==> config.mk <==
export PLATFORM = sky130hd
export DESIGN_NAME = reg_writeback
export DESIGN_NICKNAME = d
export VERILOG_FILES = /design/src/rtl/rv32i_pkg.sv /design/src/rtl/load_extract.sv /design/src/rtl/reg_writeback.sv
export SDC_FILE = /design/constraint.sdc
export NUM_CORES = 1
export LEC_CHECK = 0
export CAP_MARGIN = 40
export CORE_UTILIZATION = 45
export CTS_BUF_LIST = sky130_fd_sc_hd__clkbuf_4
export DETAILED_ROUTE_END_ITERATION = 6
export PLACE_DENSITY = 0.76
export SETUP_SLACK_MARGIN = 0.2
export SLEW_MARGIN = 10
export SYNTH_ARGS = -nofsm -noshare
export SYNTH_HDL_FRONTEND = slang
export SYNTH_SLANG_ARGS = --single-unit
==> constraint.sdc <==
create_clock -name clk -period 5.4 [get_ports clk]
set_input_delay 0.81 -clock clk [delete_from_list [all_inputs] [get_ports clk]]
set_output_delay 0.81 -clock clk [all_outputs]
set_load 0.01 [all_outputs]
==> src/rtl/rv32i_pkg.sv <==
// Shared RV32I constants and types for the write-back stage.
package rv32i_pkg;

    localparam int XLEN   = 32;
    localparam int REG_AW = 5;

    // Result source select
    localparam logic [1:0] RES_ALU  = 2'b00;
    localparam logic [1:0] RES_LOAD = 2'b01;
    localparam logic [1:0] RES_PC4  = 2'b10;
    localparam logic [1:0] RES_NONE = 2'b11;

    // Load size/sign encodings
    localparam logic [2:0] F3_LB  = 3'b000;
    localparam logic [2:0] F3_LH  = 3'b001;
    localparam logic [2:0] F3_LW  = 3'b010;
    localparam logic [2:0] F3_LBU = 3'b100;
    localparam logic [2:0] F3_LHU = 3'b101;

    // MEM/WB pipeline register contents
    typedef struct packed {
        logic              valid;
        logic              reg_write;
        logic [REG_AW-1:0] rd;
        logic [1:0]        result_src;
        logic [2:0]        funct3;
        logic [XLEN-1:0]   alu_result;
        logic [XLEN-1:0]   pc_plus4;
        logic [XLEN-1:0]   read_data;
    } memwb_t;

    // Widen a byte (is_half = 0) or halfword (is_half = 1) to XLEN, signed or unsigned.
    function automatic logic [XLEN-1:0] extend_load(input logic [15:0] v,
                                                     input logic        is_half,
                                                     input logic        sign_ext);
        logic [XLEN-1:0] r;
        if (is_half) begin
            r = {{(XLEN-16){sign_ext & v[15]}}, v};
        end else begin
            r = {{(XLEN-8){sign_ext & v[7]}}, v[7:0]};
        end
        return r;
    endfunction

endpackage

==> src/rtl/load_extract.sv <==
// Combinational load-data extraction: picks the addressed byte/half/word out of
// the aligned memory word, extends it, and flags illegal size or misalignment.
module load_extract
    import rv32i_pkg::*;
(
    input  logic [XLEN-1:0] word,
    input  logic [1:0]      off,
    input  logic [2:0]      funct3,
    output logic [XLEN-1:0] data,
    output logic            fault
);

    logic [7:0]  byte_sel_s;
    logic [15:0] half_sel_s;

    // Select the addressed byte and halfword lanes.
    always_comb begin
        byte_sel_s = 8'h00;
        case (off)
            2'b00:   byte_sel_s = word[7:0];
            2'b01:   byte_sel_s = word[15:8];
            2'b10:   byte_sel_s = word[23:16];
            2'b11:   byte_sel_s = word[31:24];
            default: byte_sel_s = 8'h00;
        endcase
        if (off[1]) begin
            half_sel_s = word[31:16];
        end else begin
            half_sel_s = word[15:0];
        end
    end

    // Decode size/sign; any illegal encoding or misaligned access yields zero data.
    always_comb begin
        data  = {XLEN{1'b0}};
        fault = 1'b0;
        case (funct3)
            F3_LB:  data = extend_load({8'h00, byte_sel_s}, 1'b0, 1'b1);
            F3_LBU: data = extend_load({8'h00, byte_sel_s}, 1'b0, 1'b0);
            F3_LH: begin
                if (off[0]) begin
                    fault = 1'b1;
                end else begin
                    data = extend_load(half_sel_s, 1'b1, 1'b1);
                end
            end
            F3_LHU: begin
                if (off[0]) begin
                    fault = 1'b1;
                end else begin
                    data = extend_load(half_sel_s, 1'b1, 1'b0);
                end
            end
            F3_LW: begin
                if (off != 2'b00) begin
                    fault = 1'b1;
                end else begin
                    data = word;
                end
            end
            default: fault = 1'b1;
        endcase
    end

endmodule

==> src/rtl/reg_writeback.sv <==
// RV32I write-back stage: MEM/WB register, result select, register-file write
// port, decode bypass outputs and the retired-instruction counter.
module reg_writeback
    import rv32i_pkg::*;
(
    input  logic              clk,
    input  logic              rst,
    input  logic              valid_m,
    input  logic              reg_write_m,
    input  logic [REG_AW-1:0] rd_m,
    input  logic [1:0]        result_src_m,
    input  logic [2:0]        funct3_m,
    input  logic [XLEN-1:0]   alu_result_m,
    input  logic [XLEN-1:0]   pc_plus4_m,
    input  logic [XLEN-1:0]   read_data_m,
    input  logic              stall_w,
    input  logic              flush_w,
    output logic              rf_we,
    output logic [REG_AW-1:0] rf_waddr,
    output logic [XLEN-1:0]   rf_wdata,
    output logic              fwd_valid_w,
    output logic [REG_AW-1:0] fwd_rd_w,
    output logic [XLEN-1:0]   fwd_data_w,
    output logic              load_fault_w,
    output logic [63:0]       instret
);

    memwb_t          wb_r;
    logic [63:0]     instret_r;
    logic [XLEN-1:0] ext_data_s;
    logic            ext_fault_s;
    logic            load_fault_s;
    logic            we_s;
    logic [XLEN-1:0] wdata_s;

    // MEM/WB register: flush inserts a bubble and beats stall; stall holds.
    always_ff @(posedge clk or posedge rst) begin
        if (rst) begin
            wb_r <= '0;
        end else if (flush_w) begin
            wb_r <= '0;
        end else if (!stall_w) begin
            wb_r <= '{valid:      valid_m,
                      reg_write:  reg_write_m,
                      rd:         rd_m,
                      result_src: result_src_m,
                      funct3:     funct3_m,
                      alu_result: alu_result_m,
                      pc_plus4:   pc_plus4_m,
                      read_data:  read_data_m};
        end else begin
            wb_r <= wb_r;
        end
    end

    load_extract u_load_extract (
        .word   (wb_r.read_data),
        .off    (wb_r.alu_result[1:0]),
        .funct3 (wb_r.funct3),
        .data   (ext_data_s),
        .fault  (ext_fault_s)
    );

    // A fault only counts when a valid load occupies WB.
    always_comb begin
        load_fault_s = 1'b0;
        if (wb_r.valid && (wb_r.result_src == RES_LOAD)) begin
            load_fault_s = ext_fault_s;
        end else begin
            load_fault_s = 1'b0;
        end
    end

    // Result source select; the reserved encoding writes nothing.
    always_comb begin
        wdata_s = {XLEN{1'b0}};
        case (wb_r.result_src)
            RES_ALU:  wdata_s = wb_r.alu_result;
            RES_LOAD: wdata_s = ext_data_s;
            RES_PC4:  wdata_s = wb_r.pc_plus4;
            default:  wdata_s = {XLEN{1'b0}};
        endcase
    end

    // Write enable: never x0, never on a fault or the reserved source.
    always_comb begin
        we_s = 1'b0;
        if (wb_r.valid && wb_r.reg_write && (wb_r.rd != {REG_AW{1'b0}}) &&
            !load_fault_s && (wb_r.result_src != RES_NONE)) begin
            we_s = 1'b1;
        end else begin
            we_s = 1'b0;
        end
    end

    // Retire count: every valid WB instruction that is not stalled, faults included.
    always_ff @(posedge clk or posedge rst) begin
        if (rst) begin
            instret_r <= 64'd0;
        end else if (wb_r.valid && !stall_w) begin
            instret_r <= instret_r + 64'd1;
        end else begin
            instret_r <= instret_r;
        end
    end

    assign rf_we        = we_s;
    assign rf_waddr     = wb_r.rd;
    assign rf_wdata     = wdata_s;
    assign fwd_valid_w  = we_s;
    assign fwd_rd_w     = wb_r.rd;
    assign fwd_data_w   = wdata_s;
    assign load_fault_w = load_fault_s;
    assign instret      = instret_r;

endmodule

# After elaboration in Yosys (flattened, before gate mapping)
# Cells that the tools add are included.
[totals] word_cells=50 input_bits=112 regBits=172
[op_classes] n_mux=14 reduce_logical=15 n_eq_ne=11 n_addsub=1
[ops] cell="108-bit two-way mux" n=2
[ops] cell="32-bit one-hot mux with 5 select lines" n=1
[ops] cell="32-bit one-hot mux with 3 select lines" n=1
[ops] cell="64-bit by 1-bit adder with 64-bit output (second input constant)" n=1
[ops] cell="32-bit two-way mux" n=2
[ops] cell="16-bit two-way mux" n=2
[ops] cell="8-bit one-hot mux with 4 select lines" n=1
[ops] cell="2-bit equality test (second input constant)" n=3
[ops] cell="3-bit equality test (second input constant)" n=2
[ops] cell="1-bit logical AND" n=6
[ops] cell="5-bit nonzero test" n=1
[ops] cell="2-bit by 1-bit equality test with 1-bit output (second input constant)" n=2
[ops] cell="2-bit logical NOT" n=2
[ops] cell="1-bit two-way mux" n=4
[ops] cell="2-bit OR reduction" n=2
[ops] cell="3-bit by 1-bit equality test with 1-bit output (second input constant)" n=1
[ops] cell="3-bit by 2-bit equality test with 1-bit output (second input constant)" n=1
[ops] cell="3-bit logical NOT" n=1
[ops] cell="1-bit one-hot mux with 3 select lines" n=1
[ops] cell="1-bit logical NOT" n=2
[ops] cell="2-bit by 1-bit inequality test with 1-bit output (second input constant)" n=1
[ops] cell="2-bit inequality test (second input constant)" n=1
[ops] cell="2-bit nonzero test" n=1

# Depth between registers and ports, before layout
[logic_depth] ltp_word=8 depth_mapped=8 ltp_nobuf=6

# Cells and area by module
# A second synthesis with hierarchy kept.
[unflattened] hier_cells=907 hier_area_um2=9072.5
[modules_own_cells] mod="reg_writeback" seq_area_each_um2=4304.1 cells_each=790 area_each_um2=8299.2 instances=1
[modules_own_cells] mod="load_extract" seq_area_each_um2=0.0 cells_each=117 area_each_um2=773.2 instances=1

# Least setup slack after synthesis
# No wires, ideal clock.
[synth_path] path_type="reg2out" start="register wb_r[65] (netlist name)" end="output port rf_wdata[16]" path_stages_with_launch=9 setup_slack_ps=2555 arrival_time_ps=2035 cell_sequence="dfrtp_1 buf_2 nor2_1 and3_1 nor2b_1 clkbuf_1 nand2_1 o211ai_1 buf_4"
[synth_between] elab_chain_cells=4 word_cells_on_any_way=11 classes_between="3 x eq/ne; 6 x mux; 2 x reduce/logical"
[synth_rtl] element="start, declared" line="reg_writeback.sv:28" text="memwb_t wb_r;"
[synth_rtl] element="start signal, assigned" line="reg_writeback.sv:43" text="wb_r <= '{valid: valid_m,"
[synth_rtl] element="start signal, assigned" line="reg_writeback.sv:52" text="wb_r <= wb_r;"
[synth_rtl] element="2-bit equality test (tied with other cells)" line="load_extract.sv:19" text="case (off)"
[synth_rtl] element="8-bit one-hot mux with 4 select lines (tied with other cells)" line="load_extract.sv:19"
[synth_rtl] element="32-bit one-hot mux with 5 select lines (*)" line="load_extract.sv:37" text="case (funct3)"
[synth_rtl] element="32-bit one-hot mux with 3 select lines (*)" line="reg_writeback.sv:77" text="case (wb_r.result_src)"
[synth_rtl] element="end, declared" line="reg_writeback.sv:20" text="output logic [XLEN-1:0] rf_wdata,"
# Every way passes the cells marked *; elsewhere a longest branch is shown, timed or not.

# Final worst setup path
[layout_path] start="register wb_r[65] (netlist name)" end="output port fwd_data_w[22]"
[layout_between] elab_chain_cells=4 word_cells_on_any_way=11 classes_between="3 x eq/ne; 6 x mux; 2 x reduce/logical"
[layout_rtl] element="2-bit equality test (tied with other cells)" line="load_extract.sv:19"
[layout_rtl] element="8-bit one-hot mux with 4 select lines (tied with other cells)" line="load_extract.sv:19"
[layout_rtl] element="32-bit one-hot mux with 5 select lines (*)" line="load_extract.sv:37"
[layout_rtl] element="32-bit one-hot mux with 3 select lines (*)" line="reg_writeback.sv:77"
[layout_rtl] element="end, declared" line="reg_writeback.sv:23" text="output logic [XLEN-1:0] fwd_data_w,"
# Marks and branches as above.

==> out/metrics.cfg <==
[clock_network]
root_buffer=clkbuf_4
cts_buffer_depth=2
numCtsBuffers=17
cts_tree=built
ctsHtreeMaxLevel=4
postCtsSetupBuffers=0
cts_hold_repair.buffers=0
cts.reportedPaths.clkPinSlew_ns=0.15
post_cts_resized=0
insertion_delay_ns=0.56
clock_sinks=172

[layout]
post-route-util_pct=60.1
drive_above_1_share_pct=7.10
layout.nets=1142
area_growth_pct=30.7
fill_cells=1656

[synthesis]
yosysTopAreaCellShare_pct=48.1
ys.warnings.count=0
avgSynthCellArea_um2=10.7
netlist_area_um2=8950
netlist_instances=840
synth_edf_count=0
synth.distinct_cells=51
ys_ff_latch=172
synth_common_cells=172 x dfrtp_1, 148 x mux2i_1, 129 x nor2_1, 45 x buf_4, 37 x nand2_1
synthFlopType=dfrtp_1
synthTopCellsByArea=dfrtp_1 48%, mux2i_1 17%, nor2_1 5.4%
post-synth-top-count-cell=dfrtp_1
async_reset_ff_share_pct=100
synth_fp_nets=953
synth_top_cell_by_area=dfrtp_1
yosysSeqAreaShare_pct=48.1

[route]
drt-met1-wl_mm=10.6
routed_wl_mm=24.2
top_layer=met4
wl_met2_mm=11.4
num_vias=6988
vias_per_cell=5.34
wl_per_cell_um=18.5
drtIter0Drc=408
drc=0
drtPass1Iterations=5
ant_nets=0
wl_met3_mm=1.92

[critical_path]
crit_family=simple AND/OR/NAND/NOR gates
cp_num_buf_inv=1
crit_slowest_cell=dfrtp_1
cp-end-kind=output port
cp_slowest_stage_delay_ns=0.72
worst-r2r-cell-count=5
crit_path_max_fanout=17
crit_chain=mux2i_1 -> or4b_2 -> nand2_1 -> nand2_1 -> o211ai_1 -> clkdlybuf4s50_1
required_ns=4.59
startpoint_type=flop
crit_type=reg2out
cp.depth=6
crit_arrival_ns=3.41
cp_common_cell=nand2_1

[placed_design]
gp_congestion=0.923
portBuffers=252
dp_hpwl_mm=17.2

[sta]
finalSetupViolations=0
drv_slew=0
finalClockSkew_ns=0.0166
maxSlewHeadroom_pct=48.1
hold_viol=0
fin_crit_ns=4.22
fin_crit_sh_pct=78.2
clock.fmax_mhz=237
tightest_slew_ns=0.779
fin_hold_ws_ns=0.496
tns_ns=0
rsz0062_at_grt=false

[grt]
grt_max_degree=100
track_usage_pct=23.9
gr-total-overflow=0
antenna_found_initial=1
grt_first_pass_wirelength_mm=37.1
grt_pass1_vias=6667

[floorplanning]
core_area_um2=19500
start_util_pct=46.0
dieHeight_um=143
std_cell_rows=51
io_pins=253
dieArea_um2=20500
die_w_um=143

[outcome]
status=finished, final reports clean

[power]
power_density_nw_per_um2=231
vdd_drop_max_v=0.000134
leakage_nw=5.21

[flow_run]
drv_cap=0

[min_path]
hold_depth=1
min_path_type=reg2reg

layout by cell type (no fill, tap or decap), drive strengths merged, types with 2 or more instances in the layout:
cell	n
clkdlybuf4s50	250
dfrtp	172
mux2i	148
nor2	129
nand2	37
xnor2	35
xor2	28
nand3	23
nand4	21
clkbuf	18
o22ai	16
o211ai	13
nor3	13
nor2b	12
inv	12
buf	12
and3	11
a22oi	10
nor4	10
a21oi	9
o22a	7
o21a	6
clkinvlp	6
or2	4
o21ai	4
and2	3
nand3b	3
o32ai	3
bufinv	3
clkinv	3
and4	3
or3	2
nor3b	2
nand2b	2
mux2	2
stage by stage:
stage / instances / setup WS [ns] / power [mW] / area (um^2)
after floorplan: 840 / 2.39 / 1.69 / 8950
after global placement: 1273 / 1.57 / 1.92 / 11400
after detailed placement: 1275 / 1.83 / 1.93 / 11400
after CTS: 1307 / 1.18 / 2.73 / 11700
after global routing: 1307 / 0.972 / 2.83 / 11700
final: 1308 / 1.18 / 2.71 / 11700
kinds of logic after synthesis:
family	count (synthesis)	synth area share (%)
xor gates and xnor gates	63	6.17
AOI/OAI and AO/OA	70	5.48
adders and majority gates	1	0.140
buffers and inverters	102	6.33
and+or+nand+nor	281	16.7
DFF	172	48.1
muxes	151	17.1
registers in the layout (all words and copies together) (netlist names):
signal,cells
fwd_rd_w,5
wb_r,103
instret,64
final cells by class:
class | instances | area, um^2 | area share, %
diodes | 1 | 2.50 | 0.0214
clock buffers | 18 | 135 | 1.16
clock inverters | 14 | 168 | 1.43
inverters | 10 | 41.3 | 0.353
multi-input cells | 566 | 4080 | 34.9
flip-flops and latches | 172 | 4310 | 36.8
well taps | 265 | 332 | 2.84
repair buffers | 262 | 2630 | 22.5
power by group:
group          switching, mW  leakage [nW]  internal (mW)  total [mW]
Clock                  0.474         0.146          0.327       0.801
Combinational          0.220          2.78          0.271       0.492
Sequential            0.0666          2.28           1.35        1.41
Total                  0.761          5.21           1.94        2.71
final timing paths:
check | from | slack, ns | end
max | wb_r[65] | 1.18 | fwd_data_w[22]
max reg2reg | wb_r[107] | 2.77 | instret[47]
max in group asynchronous | rst | 4.17 | wb_r[27]
min reg2reg | instret[63] | 0.50 | instret[63]
min in group asynchronous | rst | 0.71 | fwd_rd_w[3]
min | instret[63] | 0.50 | instret[63]
layer usage:
metal  vias up  global-route usage [%]
met4         0                    6.06
met5         -                       0
met2       258                    37.8
met3        24                    7.18
met1      3440                    31.9
li1       3266                       -
(Power assumes the default switching activity.)
